[config.mk]
export PLATFORM = sky130hd
export DESIGN_NAME = arc4_encrypt
export DESIGN_NICKNAME = d
export VERILOG_FILES = /design/src/rtl/arc4_pkg.sv /design/src/rtl/arc4_encrypt.sv
export SDC_FILE = /design/constraint.sdc
export NUM_CORES = 1
export LEC_CHECK = 0
export ABC_AREA = 0
export CORE_ASPECT_RATIO = 0.8
export CORE_MARGIN = 4
export CORE_UTILIZATION = 50
export DETAILED_ROUTE_END_ITERATION = 8
export MAX_ROUTING_LAYER = met4
export PLACE_DENSITY = 0.73
export REMOVE_ABC_BUFFERS = 1
export SLEW_MARGIN = 15
export SYNTH_ARGS = -nofsm -noshare
export SYNTH_HDL_FRONTEND = slang
export SYNTH_SLANG_ARGS = --single-unit
[constraint.sdc]
create_clock -name clk -period 1.8 [get_ports clk]
set_clock_uncertainty 0.05 [all_clocks]
set_input_delay 0.36 -clock clk [delete_from_list [all_inputs] [get_ports clk]]
set_output_delay 0.36 -clock clk [all_outputs]
set_load 0.03 [all_outputs]
[src/rtl/arc4_pkg.sv]
// Shared ARC4 definitions: datapath width, length-byte address and encrypt FSM states.
package arc4_pkg;

  localparam int MEM_W = 8;
  localparam logic [MEM_W-1:0] LEN_ADDR = 8'h00;

  typedef enum logic [3:0] {
    IDLE,
    RD_LEN,
    WR_LEN,
    INC,
    RD_I,
    RD_J,
    WR_J,
    RD_PAD,
    WR_CT
  } enc_state_t;

endpackage

[src/rtl/arc4_encrypt.sv]
// ARC4 encrypt: reads length-prefixed plaintext, runs the PRGA over a
// key-scheduled S array and writes length-prefixed ciphertext.
// All memory-facing outputs are flops; a state's actions are loaded at the
// edge leaving it, and the memory's read data for that address is consumed
// at the edge after, so read data never reaches an output port combinationally.
module arc4_encrypt
  import arc4_pkg::*;
(
  input  logic             clk,
  input  logic             rst_n,
  input  logic             en,
  output logic             rdy,
  output logic [MEM_W-1:0] s_addr,
  input  logic [MEM_W-1:0] s_rddata,
  output logic [MEM_W-1:0] s_wrdata,
  output logic             s_wren,
  output logic [MEM_W-1:0] pt_addr,
  input  logic [MEM_W-1:0] pt_rddata,
  output logic [MEM_W-1:0] ct_addr,
  output logic [MEM_W-1:0] ct_wrdata,
  output logic             ct_wren
);

  enc_state_t       state_q, state_d;
  logic             rdy_q, rdy_d;
  logic [MEM_W-1:0] i_q, i_d, j_q, j_d, k_q, k_d;
  logic [MEM_W-1:0] si_q, si_d, sj_q, sj_d, len_q, len_d;
  logic [MEM_W-1:0] s_addr_q, s_addr_d, s_wrdata_q, s_wrdata_d;
  logic [MEM_W-1:0] pt_addr_q, pt_addr_d;
  logic [MEM_W-1:0] ct_addr_q, ct_addr_d, ct_wrdata_q, ct_wrdata_d;
  logic             s_wren_q, s_wren_d, ct_wren_q, ct_wren_d;

  assign rdy       = rdy_q;
  assign s_addr    = s_addr_q;
  assign s_wrdata  = s_wrdata_q;
  assign s_wren    = s_wren_q;
  assign pt_addr   = pt_addr_q;
  assign ct_addr   = ct_addr_q;
  assign ct_wrdata = ct_wrdata_q;
  assign ct_wren   = ct_wren_q;

  // Next-state and datapath: one PRGA byte every six states.
  always_comb begin
    state_d     = state_q;
    i_d         = i_q;
    j_d         = j_q;
    k_d         = k_q;
    si_d        = si_q;
    sj_d        = sj_q;
    len_d       = len_q;
    s_addr_d    = s_addr_q;
    s_wrdata_d  = s_wrdata_q;
    pt_addr_d   = pt_addr_q;
    ct_addr_d   = ct_addr_q;
    ct_wrdata_d = ct_wrdata_q;
    s_wren_d    = 1'b0;
    ct_wren_d   = 1'b0;
    unique case (state_q)
      IDLE: begin
        if (en && rdy_q) begin
          state_d = RD_LEN;
          i_d     = '0;
          j_d     = '0;
          k_d     = '0;
        end
      end
      RD_LEN: begin
        pt_addr_d = LEN_ADDR;
        state_d   = WR_LEN;
      end
      WR_LEN: begin
        len_d       = pt_rddata;
        ct_addr_d   = LEN_ADDR;
        ct_wrdata_d = pt_rddata;
        ct_wren_d   = 1'b1;
        if (pt_rddata == '0) begin
          state_d = IDLE;
        end else begin
          k_d     = 8'd1;
          state_d = INC;
        end
      end
      INC: begin
        i_d      = i_q + 8'd1;
        s_addr_d = i_q + 8'd1;
        state_d  = RD_I;
      end
      RD_I: begin
        si_d     = s_rddata;
        j_d      = j_q + s_rddata;
        s_addr_d = j_q + s_rddata;
        state_d  = RD_J;
      end
      RD_J: begin
        sj_d       = s_rddata;
        s_addr_d   = i_q;
        s_wrdata_d = s_rddata;
        s_wren_d   = 1'b1;
        state_d    = WR_J;
      end
      WR_J: begin
        s_addr_d   = j_q;
        s_wrdata_d = si_q;
        s_wren_d   = 1'b1;
        state_d    = RD_PAD;
      end
      RD_PAD: begin
        s_addr_d  = si_q + sj_q;
        pt_addr_d = k_q;
        state_d   = WR_CT;
      end
      WR_CT: begin
        ct_addr_d   = k_q;
        ct_wrdata_d = s_rddata ^ pt_rddata;
        ct_wren_d   = 1'b1;
        if (k_q == len_q) begin
          state_d = IDLE;
        end else begin
          k_d     = k_q + 8'd1;
          state_d = INC;
        end
      end
      default: state_d = IDLE;
    endcase
    // rdy waits one extra cycle after returning to IDLE so the final
    // ciphertext write lands before the next start can be accepted.
    rdy_d = (state_d == IDLE) && (state_q == IDLE);
  end

  // State and output registers with synchronous active-low reset.
  always_ff @(posedge clk) begin
    if (!rst_n) begin
      state_q     <= IDLE;
      rdy_q       <= 1'b1;
      i_q         <= '0;
      j_q         <= '0;
      k_q         <= '0;
      si_q        <= '0;
      sj_q        <= '0;
      len_q       <= '0;
      s_addr_q    <= '0;
      s_wrdata_q  <= '0;
      s_wren_q    <= 1'b0;
      pt_addr_q   <= '0;
      ct_addr_q   <= '0;
      ct_wrdata_q <= '0;
      ct_wren_q   <= 1'b0;
    end else begin
      state_q     <= state_d;
      rdy_q       <= rdy_d;
      i_q         <= i_d;
      j_q         <= j_d;
      k_q         <= k_d;
      si_q        <= si_d;
      sj_q        <= sj_d;
      len_q       <= len_d;
      s_addr_q    <= s_addr_d;
      s_wrdata_q  <= s_wrdata_d;
      s_wren_q    <= s_wren_d;
      pt_addr_q   <= pt_addr_d;
      ct_addr_q   <= ct_addr_d;
      ct_wrdata_q <= ct_wrdata_d;
      ct_wren_q   <= ct_wren_d;
    end
  end

endmodule
# After elaboration in Yosys (flattened, before gate mapping)

Cells that the tools add are included.

Register bits after elaboration: 95
Bits in latches: 0
Memory bits (writable): 0
Memory bits (read-only): 0
Input bits: 19
Logic and storage cells: 66
Memories: 0

Add/subtract/negate cells: 4
$mul: 0
Div/mod/pow operators: 0
$lt $le $gt $ge: 0
Equality and inequality tests: 12
Shifts and indexed selects: 0
Multiplexer cells: 17
Bitwise logic cells: 1
Reduce and logical (&&, ||, !) cells: 17

Operator list:

| operator                                       | count |
|---|---|
| one-hot mux 8 bit (2 select lines)             | 6 |
| one-hot mux 8 bit (5 select lines)             | 1 |
| one-hot mux 4 bit (9 select lines)             | 1 |
| two-way mux 8 bit                              | 3 |
| one-hot mux 8 bit (3 select lines)             | 1 |
| adder 8 x 1 -> 8 bit (second input constant)   | 2 |
| adder 8 bit                                    | 2 |
| == test 4 x 3 -> 1 bit (second input constant) | 4 |
| nonzero test 2 bit                             | 5 |
| == test 4 x 2 -> 1 bit (second input constant) | 2 |
| == test 8 bit                                  | 1 |
| logical NOT 4 bit                              | 2 |
| logical NOT 8 bit                              | 1 |
| XOR 8 bit                                      | 1 |
| != test 2 bit (second input constant)          | 3 |
| nonzero test 5 bit                             | 1 |
| == test 4 x 1 -> 1 bit (second input constant) | 1 |
| == test 4 bit (second input constant)          | 1 |
| two-way mux 2 bit                              | 2 |
| two-way mux 4 bit                              | 1 |
| AND reduction 2 bit                            | 2 |
| AND reduction 4 bit                            | 1 |
| OR reduction 2 bit                             | 2 |
| nonzero test 3 bit                             | 1 |
| 2 further kinds                                | 4 |

# Logic depth before layout (Yosys ltp)

Gate-level depths: netlist of the first run.

Depth after elaboration: 5
Mapped depth: 9
Depth with buffers taken out: 9

# Least setup slack after synthesis of the first run

OpenSTA, ideal clock, no wires.

Path type: flip-flop to flip-flop
From: register state_q[0]
To: register k_q[2]
Setup time: 59 ps
Data arrival time: 1842 ps
Required time: 1691 ps
Slack: -151 ps
Stages on the path, launching flop included: 9
Period minus slack after synthesis: 1951 ps
Path through: dfxtp_1 buf_6 or4b_1 buf_2 nor3_4 a21o_2 a21oi_2 a211o_1 nand2_1

Longest elaborated chain between the ends: 3

Ends and longest elaborated chain:

| item                                                                        | RTL line            | RTL |
|---|---|---|
| start, declared                                                             | arc4_encrypt.sv:24  | `enc_state_t state_q, state_d;` |
| start signal, assigned                                                      | arc4_encrypt.sv:149 | `state_q <= state_d;` |
| == test 4 bit, or another cell as far along                                 | arc4_encrypt.sv:58  | `unique case (state_q)` |
| != test 2 bit (no source line) / nonzero test 3 bit (equally long branches) | n/a                 |  |
| AND reduction 4 bit (no source line)                                        | n/a                 |  |
| end signal, assigned                                                        | arc4_encrypt.sv:153 | `k_q <= k_d;` |
| end, declared                                                               | arc4_encrypt.sv:26  | `logic [MEM_W-1:0] i_q, i_d, j_q, j_d, k_q, k_d;` |

Several ways; a longest one is shown, not always the timed one.
A chain may end at the register's enable or synchronous reset.

# Worst setup path after layout of the first run

From: register si_q[0]
To: register s_addr_q[7], in the netlist s_addr[7]

Longest elaborated chain between the ends: 2

Ends and longest elaborated chain:

| item                               | RTL line            | RTL |
|---|---|---|
| start, declared                    | arc4_encrypt.sv:27  | `logic [MEM_W-1:0] si_q, si_d, sj_q, sj_d, len_q, len_d;` |
| start signal, assigned             | arc4_encrypt.sv:154 | `si_q <= si_d;` |
| adder 8 bit                        | arc4_encrypt.sv:108 | `s_addr_d = si_q + sj_q;` |
| one-hot mux 8 bit (5 select lines) | arc4_encrypt.sv:58  |  |
| end signal, assigned               | arc4_encrypt.sv:157 | `s_addr_q <= s_addr_d;` |
| end, declared                      | arc4_encrypt.sv:28  | `logic [MEM_W-1:0] s_addr_q, s_addr_d, s_wrdata_q, s_wrdata_d;` |

Every way passes these cells.

==> results.md, run 1 <==
- Status: finished, violations left
- Failing checks: negative setup slack
- Clock latency at the later pin of the worst-skew pair: 0.35 ns
- Largest net degree at the start of global routing: 37
- Layout Nets: 750
- DRT iter0 DRCs: 600
- Final Cycle Share: 1.17
- Area growth from synthesis to final layout: 47.3%
- Worst VDD drop: 0.000703 V
- DIE AREA: 10900 um2
- Starting Density: 0.514
- Portion of the post-synthesis area used by sequential elements: 0.410
- Number of hold buffers added after CTS: 0
- Type of the worst setup path: reg -> reg
- Routed wirelength normalized by instance count: 18.6 um
- Maximum number of buffers from clock root to sink: 2
- DRC errors left: 0
- Kind of start point of the critical path: flop
- Worst slew margin relative to its limit: 0.725
- Reg2reg path depth: 9
- Number of endpoints with negative hold slack in the final report: 0
- Number of synthesized register bits: 95
- Rows: 31
- Data arrival time at the worst-slack endpoint: 2.29 ns
- Overflow left after global routing: 0
- Fin area: 6840 um2
- Final Max Slew Viols: 0
- Final setup violation count: 14
- Minimum clock period: 2.10 ns
- GRT Overall Usage: 0.286
- Area after DPL: 6060 um2
- Detailed Routing Iterations Pass 1: 4
- Vias per Instance: 5.94
- Fin util: 0.757
- Element type at the critical path end: flop
- Core footprint: 9040 um2
- Total clock buffers created by CTS: 9
- Vias after detailed routing: 4945
- Share of flip-flops with an asynchronous set or reset after synthesis: 0
- Worst setup endpoint: s_addr[7]
- Fraction of final layout cells sized beyond drive strength 1: 0.279
- Clock Sinks: 95
- RePlAce Congestion: 0.932
- Combinational share of power: 0.264
- Cells traversed along the worst timing path: ha_4 > buf_4 > buf_6 > a21oi_4 > o211ai_1 > o41ai_2 > xnor2_1 > o21ai_1 > o211a_1
- Internal Pwr Total: 3780 uW
- Hold Slack: 0.394 ns
- Worst Max-Slew Pin Slew: 0.412 ns
- Unrepaired setup endpoints after global routing: yes
- Max_cap viols: 0
- I/O Pins: 62
- Wire length after detailed routing: 15500 um
- Min-Delay Path Class: in -> reg
- PortBufs: 61
- Crit path max fanout: 2
- Achievable clock frequency: 476 MHz
- TritonCTS clock tree: done
- # diodes: 0
- Die Span X: 116 um
- Sequential share of power: 0.410
- Reported net switching power: 1770 uW
- Combined area of all synthesized cells: 4640 um2
- Req. time, crit path: 1.99 ns
- Root Driver: clkbuf_16
- Final HPWL from detailed placement: 10600 um
- Die extent in y: 94.2 um
- Switching share of power: 0.319
- Worst reg2reg startpoint: si_q[0]
- Setup slack, reg-to-reg: -0.30 ns
- Global-route wire length before repair: 23500 um
- Power density normalized to cell area: 812 nW/um2
- Number of flops mapped to enable cells by yosys: 0
- Post-DRT Antenna Nets: 0
- Count of distinct cell types in the synthesized netlist: 58
- Endpoint of the worst register-to-register path: s_addr[7]
- Crit. Startpoint: si_q[0]
- Cell with the largest stage delay on the worst path: o41ai_2
- Vias in the first global route: 4504
- Min setup slack post-route: -0.302 ns
- Total leakage power: 0.00304 uW
- Critical path's largest stage delay: 0.39 ns
- Most used flip-flop cell after synthesis: dfxtp_1
- H-tree depth: 3
- Clk network pwr share: 0.326
- Post-synthesis area per instance: 8.32 um2
- Gate Count Post-Synth: 558
- Number of antenna violations at the first check in global routing: 0
- Clock Pin Slew Worst Setup and Hold Paths: 0.07 ns
- Yosys Warn Count: 0
cells in the final DEF (no fill, tap or decap), types with 8 or more instances in the layout:
cell and count:
a21oi_1 50, a221oi_1 11, a22o_1 9, a22oi_1 10, a31oi_1 15, buf_4 100
buf_6 8, clkbuf_16 9, clkdlybuf4s50_1 18, dfxtp_1 86, dlygate4sd2_1 15, dlymetal6s2s_1 27
inv_1 10, nand2_1 88, nor2_1 48, o21ai_0 21, xnor2_1 23
worst min-delay path by stage:
| stage | startpoint | end | slack (ns) | cells past startpoint |
|---|---|---|---|---|
| after global routing | pt_rddata[0] | ct_wrdata[0] | 0.42 | 4 |
| after global placement | sj_q[4] | sj_q[4] | 0.40 | 2 |
| after CTS | sj_q[5] | sj_q[5] | 0.41 | 2 |
| after floorplan | rst_n | rdy | 0.37 | 1 |
| final | pt_rddata[0] | len_q[0] | 0.39 | 4 |
| after detailed placement | sj_q[5] | sj_q[5] | 0.40 | 2 |
Yosys cell counts, types with 4 or more instances:
master     n  area, um2
nor2b_1    5       31.3
or3_1      5       31.3
nor3b_1    9       67.6
nor2_1    52        195
nand2_1   89        334
a22oi_1   11       82.6
and2_1     5       31.3
a22o_1     9       78.8
o21ai_0   31        155
inv_1     12       45.0
and3_1     4       25.0
ha_1      16        200
a21oi_1   58        290
a221oi_1  12        105
clkbuf_1  20       75.1
xnor2_1   24        210
nand2b_1   5       31.3
dfxtp_1   95       1900
buf_2      4       20.0
nor3_1     9       45.0
nand3_1    7       35.0
a31oi_1   15       93.8
nand4_1    6       37.5
timing repair:
item,CTS,global route
pin swaps,27,30
gates cloned,1,0
buffers inserted,3,4
setup endpoints to repair,42,57
resized for setup,75,68
layer usage:
metal / up-vias / track usage / part of all wire
met5: - / - / 0
met4: 0 / 0.109 / 0.028
met3: 40 / 0.0567 / 0.083
met2: 255 / 0.395 / 0.44
met1: 2337 / 0.411 / 0.45
li1: 2313 / - / -
power by group through the flow:
stage	clock network, uW	registers [uW]	logic [uW]
after global placement	0	2310	1250
after floorplan	0	2420	523
after CTS	1820	2280	1370
after detailed placement	0	2320	1270
final	1810	2280	1470
after global routing	1900	2290	1560
state kept, by name, summed over array words and instances, names as in the netlist:
register   cells
ct_addr        8
ct_wrdata      8
i_q            8
j_q            8
k_q            8
len_q          8
pt_addr        8
s_addr         8
s_wrdata       8
si_q           8
sj_q           8
state_q        4
ct_wren        1
rdy            1
s_wren         1
cell families (layout without fill, tap and decap cells):
family,after synthesis,count (layout),synth area share
muxes,3,3,0.00701
buffers and inverters,39,198,0.0350
DFF,95,95,0.410
xor gates and xnor gates,25,25,0.0472
AOI/OAI and AO/OA,167,168,0.230
and+or+nand+nor,211,211,0.219
adders and majority gates,18,18,0.0517
worst max-delay path: cells and delay by family, from the launching register on:
family                   cells  cell delay (ns)
AO/OA/AOI/OAI                5             0.97
buffers and inverters        2             0.24
flip-flops                   1             0.34
XOR/XNOR                     1             0.23
adder cells (fa/ha/maj)      1             0.16
through the flow:
stage               std cells  total power, uW  TNS, ns  setup WS [ns]
floorplan                 532             2940   -12.59         -0.700
global placement          811             3560   -12.33         -0.629
detailed placement        811             3590   -14.97         -0.738
CTS                       830             5470    -1.42         -0.312
global route              833             5750    -2.70         -0.400
finish                    833             5560    -1.88         -0.302
cell type report:
class                      count  area, um2
multi-input combinational    425       2960
fill                         623       2200
sequential                    95       1920
timing repair buffer         169       1500
clock buffer                  10        229
tap                          115        144
inverter                      13       48.8
clock inverter                 6       46.3
Note: power is estimated with default switching activity, not from simulation.
==> inputs of run 2 (changes only) <==
CORE_MARGIN = 1.5   (was 4)
SLEW_MARGIN = 40   (was 15)
==> run 2 against run 1 <==
  * The flow still finishes with violations (negative setup slack)
  * Routed wire length increased by 2.0%
  * Global-route usage increased by 3.1 points
  * Clock-buffer cell count unchanged
  * Flip-flop and latch count unchanged
  * Clock power increased by 13%
  * Total power increased by 6.2%
  * Combinational power increased by 7%
  * Design area increased by 1.1%
  * Hold slack improved by 0.0058 ns
  * Sequential power about the same
  * Critical path type unchanged
  * Largest cell class unchanged
==> results.md, run 2 (same netlist as run 1, synthesis figures left out) <==
- Final std cells w/o fill: 834
- Worst Max-Slew Pin Slew: 0.411 ns
- Data arrival time at the worst-slack endpoint: 2.22 ns
- Area growth from synthesis to final layout: 49.0%
- Max_cap viols: 0
- Die Span X: 111 um
- Total clock buffers created by CTS: 9
- Die extent in y: 89.2 um
- Hold Slack: 0.400 ns
- Post-DRT Antenna Nets: 0
- Wire length after detailed routing: 15800 um
- Element type at the critical path end: flop
- # diodes: 0
- DRC errors left: 0
- Final Max Slew Viols: 0
- Clk network pwr share: 0.345
- Starting Density: 0.514
- Routed wirelength normalized by instance count: 18.9 um
- Fin util: 0.766
- RePlAce Congestion: 0.972
- Crit path max fanout: 3
- Vias per Instance: 5.99
- Min-Delay Path Class: in -> reg
- Setup slack, reg-to-reg: -0.23 ns
- I/O Pins: 62
- Reported net switching power: 1850 uW
- Number of endpoints with negative hold slack in the final report: 0
- Final Cycle Share: 1.13
- PortBufs: 61
- Combinational share of power: 0.266
- TritonCTS clock tree: done
- Fraction of final layout cells sized beyond drive strength 1: 0.287
- Number of hold buffers added after CTS: 0
- Vias in the first global route: 4553
- Clock latency at the later pin of the worst-skew pair: 0.35 ns
- Root Driver: clkbuf_16
- Global-route wire length before repair: 23800 um
- Req. time, crit path: 1.99 ns
- Sequential share of power: 0.388
- Status: finished, violations left
- Overflow left after global routing: 0
- Layout Nets: 751
- Detailed Routing Iterations Pass 1: 5
- Maximum number of buffers from clock root to sink: 2
- Rows: 31
- Internal Pwr Total: 4060 uW
- Most frequent cells in the layout: buf_4, nand2_1, dfxtp_1
- Unrepaired setup endpoints after global routing: yes
- Total instance count after detailed placement: 806
- Final setup violation count: 17
- Minimum clock period: 2.03 ns
- Type of the worst setup path: reg -> reg
- Vias after detailed routing: 4999
- Worst slew margin relative to its limit: 0.725
- Largest net degree at the start of global routing: 59
- DIE AREA: 9880 um2
- GRT Overall Usage: 0.317
- Final HPWL from detailed placement: 10400 um
- Number of antenna violations at the first check in global routing: 0
- DRT iter0 DRCs: 509
- Achievable clock frequency: 492 MHz
- Switching share of power: 0.313
- Worst VDD drop: 0.000618 V
- Clock Sinks: 95
- Core footprint: 9040 um2
- Most common cell after layout, fill and taps aside: buf_4
- H-tree depth: 3
- Total leakage power: 0.00307 uW
- Clock Pin Slew Worst Setup and Hold Paths: 0.07 ns
- Failing checks: negative setup slack
- Post-route setup TNS: -1.50 ns
- Power density normalized to cell area: 853 nW/um2
- Min setup slack post-route: -0.231 ns
- Kind of start point of the critical path: flop
[run 2: cell types whose count changed in the layout (fill, tap and decap cells not counted), moves of 3 or more]
cell,delta
inv_6,+3
o21ai_1,+7
o21ai_0,-6
nor2_1,-3
clkdlybuf4s50_1,+3
nor2_2,+3
[run 2: power groups by stage]
stage,sequential (uW),clock [uW],combinational [uW]
3_5_place_dp,2320,0,1220
6_report,2290,2040,1570
5_1_grt,2300,2130,1670
4_1_cts,2280,2030,1390
3_3_place_gp,2310,0,1190
2_1_floorplan,2420,0,523
[run 2: cell type report]
| type | instances | area (um2) |
|---|---|---|
| inverter | 13 | 48.8 |
| timing repair buffer | 170 | 1520 |
| multi-input combinational | 425 | 2970 |
| fill | 616 | 2120 |
| tap | 115 | 144 |
| clock buffer | 10 | 239 |
| clock inverter | 6 | 72.6 |
| sequential | 95 | 1920 |
[run 2: per-stage QoR]
stage          instance area (um2)  total power (uW)  worst slack [ns]
5_1_grt                       6920              6100            -0.319
4_1_cts                       6660              5700            -0.247
2_1_floorplan                 4530              2940            -0.700
3_5_place_dp                  6030              3540            -0.736
6_report                      6920              5900            -0.231
3_3_place_gp                  6030              3500            -0.602
[run 2: path summary, 6_finish.rpt]
| kind | endpoint | from | cells after the start |
|---|---|---|---|
| max | s_addr[7] | si_q[1] | 7 |
| min | len_q[0] | pt_rddata[0] | 4 |
| max reg2reg | s_addr[7] | si_q[1] | 7 |
| min reg2reg | len_q[5] | len_q[5] | 2 |
[run 2: critical path, cell delays in order (launching register included)]
cell	delay, ns
dfxtp_2	0.35
ha_4	0.24
a21oi_4	0.15
o211ai_1	0.21
o41ai_2	0.39
xnor2_1	0.20
o21ai_1	0.10
o211a_1	0.23
[run 2: timing repair]
item | 4_1_cts | 5_1_grt
endpoints found under the setup margin | 39 | 72
hold endpoints to repair | 0 | 0
buffers inserted | 8 | 7
resized for setup | 78 | 76
pin swaps | 33 | 36
cloned | 1 | 0
[run 2: metal layers]
layer,part of all wire,track usage,wire (um)
met5,0,-,0
met4,0.024,0.0897,382
met3,0.093,0.0563,1480
met2,0.44,0.479,6990
met1,0.44,0.441,6960
